## src/rtl/psram_cmd_seq.sv

```systemverilog
// PSRAM burst sequencer: CE#/clock-gate/cmd/addr/latency/data/recovery toward the DDR PHY.
// Optional `PSRAM_WR_MASK_EN adds a per-beat wr_mask input driving the DM lanes.
module psram_cmd_seq #(
    parameter int BIT_WIDTH = 16,
    parameter int LAT_RD    = 6,
    parameter int LAT_WR    = 6,
    parameter int RD_PIPE   = 2,
    parameter int T_CPH     = 2
) (
    input  logic                   ram_clk,
    input  logic                   ram_rst,
    input  logic                   cmd_valid,
    output logic                   cmd_ready,
    input  logic                   cmd_we,
    input  logic [31:0]            cmd_addr,
    input  logic [7:0]             cmd_len,
    input  logic [2*BIT_WIDTH-1:0] wr_data,
`ifdef PSRAM_WR_MASK_EN
    input  logic [3:0]             wr_mask,
`endif
    input  logic                   wr_valid,
    output logic                   wr_ready,
    output logic [2*BIT_WIDTH-1:0] rd_data,
    output logic                   rd_valid,
    output logic                   wr_underrun,
    output logic                   busy,
    output logic                   psram_ce,
    output logic                   psram_clk,
    output logic                   dq_en,
    output logic [BIT_WIDTH-1:0]   dq_out_hi,
    output logic [BIT_WIDTH-1:0]   dq_out_lo,
    output logic                   dm_en,
    output logic [1:0]             dm_out_hi,
    output logic [1:0]             dm_out_lo,
    input  logic [BIT_WIDTH-1:0]   dq_in_hi,
    input  logic [BIT_WIDTH-1:0]   dq_in_lo
);

    typedef enum logic [2:0] {IDLE, CMD, ADDR, LAT, DATA, DRAIN, RCV} state_t;

    localparam logic [7:0] CPH_LAST = 8'(T_CPH - 1);

    state_t             state, state_nx;
    logic               we_q;
    logic [31:0]        addr_q;
    logic [7:0]         len_q;
    logic [7:0]         cnt;
    logic [7:0]         lat_last;
    logic [7:0]         cmd_byte;
    logic               strobe;
    logic [RD_PIPE-1:0] pipe;
    logic [RD_PIPE:0]   pipe_nx;

    assign lat_last = we_q ? 8'(LAT_WR - 1) : 8'(LAT_RD - 1);
    assign cmd_byte = we_q ? 8'h20 : 8'hA0;
    assign strobe   = (state == DATA) && !we_q;
    assign pipe_nx  = {pipe, strobe};
    assign rd_valid = pipe[RD_PIPE-1];

    always_ff @(posedge ram_clk) begin
        if (ram_rst) begin
            state   <= IDLE;
            cnt     <= '0;
            pipe    <= '0;
            rd_data <= '0;
            we_q    <= 1'b0;
            addr_q  <= '0;
            len_q   <= '0;
        end else begin
            state <= state_nx;
            // one counter serves latency, beats and recovery; restarts on every phase change
            cnt   <= (state_nx != state) ? 8'd0 : cnt + 8'd1;
            pipe  <= pipe_nx[RD_PIPE-1:0];
            if (pipe_nx[RD_PIPE-1])
                rd_data <= {dq_in_hi, dq_in_lo};
            if (cmd_valid && cmd_ready) begin
                we_q   <= cmd_we;
                addr_q <= cmd_addr;
                len_q  <= cmd_len;
            end
        end
    end

    always_comb begin
        state_nx    = state;
        cmd_ready   = 1'b0;
        busy        = 1'b0;
        wr_ready    = 1'b0;
        wr_underrun = 1'b0;
        psram_ce    = 1'b1;
        psram_clk   = 1'b0;
        dq_en       = 1'b0;
        dm_en       = 1'b0;
        dq_out_hi   = '0;
        dq_out_lo   = '0;
        dm_out_hi   = 2'b00;
        dm_out_lo   = 2'b00;
        if (!ram_rst) begin
            busy = (state != IDLE);
            unique case (state)
                IDLE: begin
                    cmd_ready = 1'b1;
                    if (cmd_valid) state_nx = CMD;
                end
                CMD: begin
                    psram_ce  = 1'b0;
                    psram_clk = 1'b1;
                    dq_en     = 1'b1;
                    dq_out_hi = {(BIT_WIDTH/8){cmd_byte}};
                    dq_out_lo = {(BIT_WIDTH/8){cmd_byte}};
                    state_nx  = ADDR;
                end
                ADDR: begin
                    psram_ce  = 1'b0;
                    psram_clk = 1'b1;
                    dq_en     = 1'b1;
                    dq_out_hi = BIT_WIDTH'(addr_q[31:16]);
                    dq_out_lo = BIT_WIDTH'(addr_q[15:0]);
                    state_nx  = LAT;
                end
                LAT: begin
                    psram_ce  = 1'b0;
                    psram_clk = 1'b1;
                    if (cnt == lat_last) state_nx = DATA;
                end
                DATA: begin
                    psram_ce  = 1'b0;
                    psram_clk = 1'b1;
                    if (we_q) begin
                        dq_en    = 1'b1;
                        dm_en    = 1'b1;
                        wr_ready = 1'b1;
                        // a missing beat is sent fully masked so the burst never stalls
                        if (wr_valid) begin
                            {dq_out_hi, dq_out_lo} = wr_data;
`ifdef PSRAM_WR_MASK_EN
                            {dm_out_hi, dm_out_lo} = wr_mask;
`endif
                        end else begin
                            {dm_out_hi, dm_out_lo} = 4'hF;
                            wr_underrun            = 1'b1;
                        end
                    end
                    if (cnt == len_q) state_nx = we_q ? RCV : DRAIN;
                end
                DRAIN: begin
                    if (pipe == '0) state_nx = RCV;
                end
                RCV: begin
                    if (cnt == CPH_LAST) state_nx = IDLE;
                end
                default: state_nx = IDLE;
            endcase
        end
    end

endmodule
```

## config.mk

```make
export PLATFORM = sky130hd
export DESIGN_NAME = psram_cmd_seq
export DESIGN_NICKNAME = d
export VERILOG_FILES = /design/src/rtl/psram_cmd_seq.sv
export SDC_FILE = /design/constraint.sdc
export NUM_CORES = 1
export LEC_CHECK = 0
export CORE_MARGIN = 1
export CORE_UTILIZATION = 25
export DETAILED_ROUTE_END_ITERATION = 10
export HOLD_SLACK_MARGIN = 0.08
export PLACE_DENSITY = 0.6
export RECOVER_POWER = 100
export SLEW_MARGIN = 5
export SYNTH_ARGS = -nofsm -noshare
export SYNTH_HDL_FRONTEND = slang
export SYNTH_SLANG_ARGS = --single-unit
```

## constraint.sdc

```tcl
create_clock -name ram_clk -period 2.6 [get_ports ram_clk]
set_input_delay 0.65 -clock ram_clk [delete_from_list [all_inputs] [get_ports ram_clk]]
set_output_delay 0.65 -clock ram_clk [all_outputs]
set_load 0.01 [all_outputs]
```

* Word-level counts from Yosys, hierarchy flattened
Cells that the tools add are included.
** Word-level totals
- Register bits after elaboration :: 86
- Memories kept :: 0
- Bits in latches :: 0
- Bits of input ports :: 109
- Memory bits (writable) :: 0
- ROM bits :: 0
** Cells by class
- Reductions and logical operators :: 9
- Shift operators :: 0
- Eq/ne operators :: 10
- Multiplexer cells :: 37
- $add $sub $neg :: 1
- Div/mod/pow operators :: 0
- Magnitude comparators :: 0
- Bitwise logic cells :: 0
- Multipliers :: 0
** Operators by type and width (number)
- 16-bit 2-to-1 mux :: 6
- 16-bit one-hot mux with 3 select lines :: 2
- 3-bit one-hot mux with 7 select lines :: 1
- 3-bit 2-to-1 mux :: 6
- 1-bit 2-to-1 mux :: 15
- 2-bit 2-to-1 mux :: 5
- 3-bit equality test, second input constant :: 3
- 8-bit by 1-bit adder with 8-bit output, second input constant :: 1
- 8-bit by 1-bit equality test with 1-bit output, second input constant :: 1
- 8-bit by 3-bit equality test with 1-bit output, second input constant :: 1
- 8-bit equality test :: 1
- 8-bit 2-to-1 mux :: 1
- 3-bit by 2-bit equality test with 1-bit output, second input constant :: 2
- 2-bit OR reduction :: 2
- 4-bit OR reduction :: 1
- 3-bit by 1-bit equality test with 1-bit output, second input constant :: 1
- 3-bit zero test :: 1
- 3-bit != test :: 1
- 3-bit nonzero test :: 1
- 1-bit logical AND :: 2
- 2-bit zero test :: 1
- 1-bit one-hot mux with 2 select lines :: 1
- 1-bit zero test :: 1

* Logic depth before layout (Yosys ltp)
- Depth after elaboration :: 6
- Mapped depth :: 7
- Depth with buffers taken out :: 7

* Worst setup path after synthesis
OpenSTA, ideal clock, no wires.
- Path kind :: reg2out
- Start point :: reg state[0]
- End point :: out dq_out_lo[5]
- Cell stages (with the launch flop) :: 8
- Setup slack :: 341 ps
- Arrival :: 1609 ps
- Data required time :: 1950 ps
- Cells stage by stage :: dfxtp_1 > nor2_1 > and3_1 > and2_1 > clkbuf_1 > clkbuf_1 > a221oi_1 > nor2_1
** Between the ends
- Longest elaborated chain between the ends :: 3
** Ends and longest elaborated chain
- from (decl) :: line 43 : state_t state, state_nx;
- from (signal assigned) :: line 70 : state <= state_nx;
- 3-bit equality test (tied with other cells) :: line 100 : unique case (state)
- 16-bit one-hot mux with 3 select lines (*) :: line 100
- 16-bit 2-to-1 mux (*) :: line 98 : if (!ram_rst) begin
- to (decl) :: line 31 : output logic [BIT_WIDTH-1:0] dq_out_lo,
Every way passes the cells marked *; elsewhere a longest branch is shown, timed or not.

* Worst setup path in the final report
- Start point :: reg state[0]
- End point :: out dm_en
** Between the ends
- Longest elaborated chain between the ends :: 3
** Ends and longest elaborated chain
- 3-bit equality test :: line 100
- 1-bit 2-to-1 mux :: line 100
- 1-bit 2-to-1 mux :: line 98
- to (decl) :: line 32 : output logic dm_en,
No other way between the ends.

==> out/results.txt <==
Status = finished, final reports clean
GRT Util Overall = 0.158
CP Cell Sequence = nor2_2 -> buf_4 -> nand3_1 -> nor2_1 -> clkdlybuf4s50_1
Pint = 2.54 mW
CTS Buffer Depth = 2
Layout Area Growth over Synthesis = 67.2%
RePlAce Congestion = 0.833
Vias per cell = 4.55
Number of enable flip-flop cells after synthesis = 0
Core Util, Final = 0.430
DR DRC count = 0
Synth Area in XOR/XNOR = 0.0312
Fin. max-slew vios = 0
Die H = 127 um
Worst-skew pair later-pin latency = 0.34 ns
Mux contribution to synthesized area = 0.0851
Peak fanout along the critical path = 4
Peak Freq = 401 MHz
PwrDens = 515 mW/mm^2
CP max-delay cell = clkdlybuf4s50_1
Max-cap violations = 0
Final setup violation count = 0
Clk slew on worst S/H paths = 0.06 ns
Vias post-DR = 3993
Arrival @ worst endpoint = 1.85 ns
DP Cell Count = 858
Synth area leader = dfxtp_1
Worst Skew = 0.00281 ns
Clock sink total = 86
Crit path largest cell delay = 0.59 ns
Fin area = 0.00657 mm^2
WL/cell = 14.5 um
Leakage = 2.43 nW
Post-DP HPWL = 9030 um
Hold_ws = 0.459 ns
Setup ws final = 0.104 ns
Grt ovf = 0
Synth cell types = 42
Switching share of power = 0.249
Initial core utilization = 0.257
Net switching power = 0.843 mW
Final Critical Period = 2.50 ns
Synth Register Bits = 86
Num CTS Buffers = 9
Gate power share = 0.180
Synth top cells by count = 91 x nand2_1, 86 x dfxtp_1, 76 x nor2_1
CTS tree = done
Initial DRC Count = 111
Vias in the first global route = 3996
WS Path Type = reg2out
Top-count cell post-synth = nand2_1
Clock root buffer = clkbuf_16
H-tree depth = 3
Antenna diode count = 0
Synth top area cells = dfxtp_1 44%, nand2_1 8.7%, mux2i_1 8.2%
Sequential share of power = 0.419
Initial antenna violation count = 0
Clock power frac = 0.401
Top FF cell, synth = dfxtp_1
CP required = 1.95 ns
Overall Power = 3.38 mW
Syn Nets = 589
Synth Area in Compound Gates = 0.154
Simple-Gate Fraction of Synth Area = 0.228
Row cnt = 45
Core Area = 0.0153 mm^2
Setup slack at placement = -0.349 ns
Layout cells sized above 1 = 0.118
I/O Buffers = 185
Ys async rst share = 0
Routed WL = 12800 um
Post-Synth Adder-Cell Area = 0.00637
Startpoint types = flip-flop
Worst vdd ir = 0.000275 V
Gate Count Post-Synth = 478
Slew HR = 0.210
Mapped Avg Cell Area = 8.21 um^2
Setup TNS = 0 ns
Yosys top cell area share = 0.438
Largest net degree at the start of global routing = 42
IO Pins = 186
Hold WC Path Type = reg2reg
Hold Vio Cnt, Final = 0
First-pass GRT wire length = 20100 um
Slew @ Worst Pin = 1.19 ns
Synth Cell Area = 0.00393 mm^2
Warnings, synthesis = 0
Fin nets = 773
Final non-filler cell total = 878
Combinational family with the most area after synthesis = simple AND/OR/NAND/NOR gates
Sequential area share after synthesis = 0.438
Tcrit/Tclk final = 0.960
Pre-antenna DRT Iters = 5
Crit end category = output pin
Die footprint = 0.0162 mm^2
DRT antenna net count = 0
Die boundary width = 127 um
RSZ-0062 raised after global routing = yes
Placed Area = 0.00605 mm^2
critical path, delay by kind of cell (launching register included):
| family | cells | cell delay (ns) |
|---|---|---|
| flip-flops | 1 | 0.32 |
| buffers and inverters | 2 | 0.74 |
| AND/OR/NAND/NOR | 3 | 0.45 |
worst paths after layout:
path                                              from                     end  slack [ns]  cells after the start
worst max-delay path               state[0]$_SDFF_PP0_                   dm_en        0.10                      5
worst min-delay path            addr_q[8]$_SDFFE_PP0P_  addr_q[8]$_SDFFE_PP0P_        0.46                      2
worst max register to register       cnt[5]$_SDFF_PP0_       cnt[3]$_SDFF_PP0_        0.33                      5
worst min register to register  addr_q[8]$_SDFFE_PP0P_  addr_q[8]$_SDFFE_PP0P_        0.46                      2
routing by layer:
layer  share of wire  global-route usage  vias up
met3           0.071              0.0624       20
met1            0.44               0.187     1833
met2            0.47               0.259      143
met4           0.017              0.0574        0
met5               0                   0        -
li1                -                   -     1997
what timing repair did:
action                     CTS  global route
hold buffers                 0             0
pin swaps                    2             3
buffers inserted             0             1
resized for setup           58            61
cloned                       2             1
setup endpoints to repair   38            36
registers in the layout, indices dropped and copies added, names as in the netlist:
register  cells
pipe          2
cnt           8
we_q          1
state         3
addr_q       32
rd_data      32
len_q         8
cell usage in the layout, fill, tap and decap left out, drive strengths merged, types with 10 or more instances in the layout:
cell type      count
a21oi             46
a22oi             26
buf               27
clkbuf            28
clkdlybuf4s15     17
clkdlybuf4s50    142
dfxtp             86
mux2i             33
nand2             91
nor2              76
xor2              10
cells by family after synthesis:
family | after synthesis
AOI/OAI and AO/OA | 93
adders and majority gates | 2
DFF | 86
xor gates and xnor gates | 14
muxes | 33
and+or+nand+nor | 206
buffers and inverters | 44
power by group through the flow:
stage / Clock (mW) / Combinational [mW] / Sequential, mW
after floorplan: 0 / 0.270 / 1.43
final: 1.36 / 0.608 / 1.42
after global routing: 1.47 / 0.669 / 1.43
after detailed placement: 0 / 0.577 / 1.44
after global placement: 0 / 0.568 / 1.44
after CTS: 1.41 / 0.578 / 1.41
layout make-up:
class	count	area [um^2]
Tap cell	211	264
Clock buffer	14	284
Timing Repair Buffer	214	2110
Inverter	3	11.3
Fill cell	1511	8690
Sequential cell	86	1730
Clock inverter	2	37.5
Multi-Input combinational cell	348	2140
Note: power is estimated with default switching activity, not from simulation.
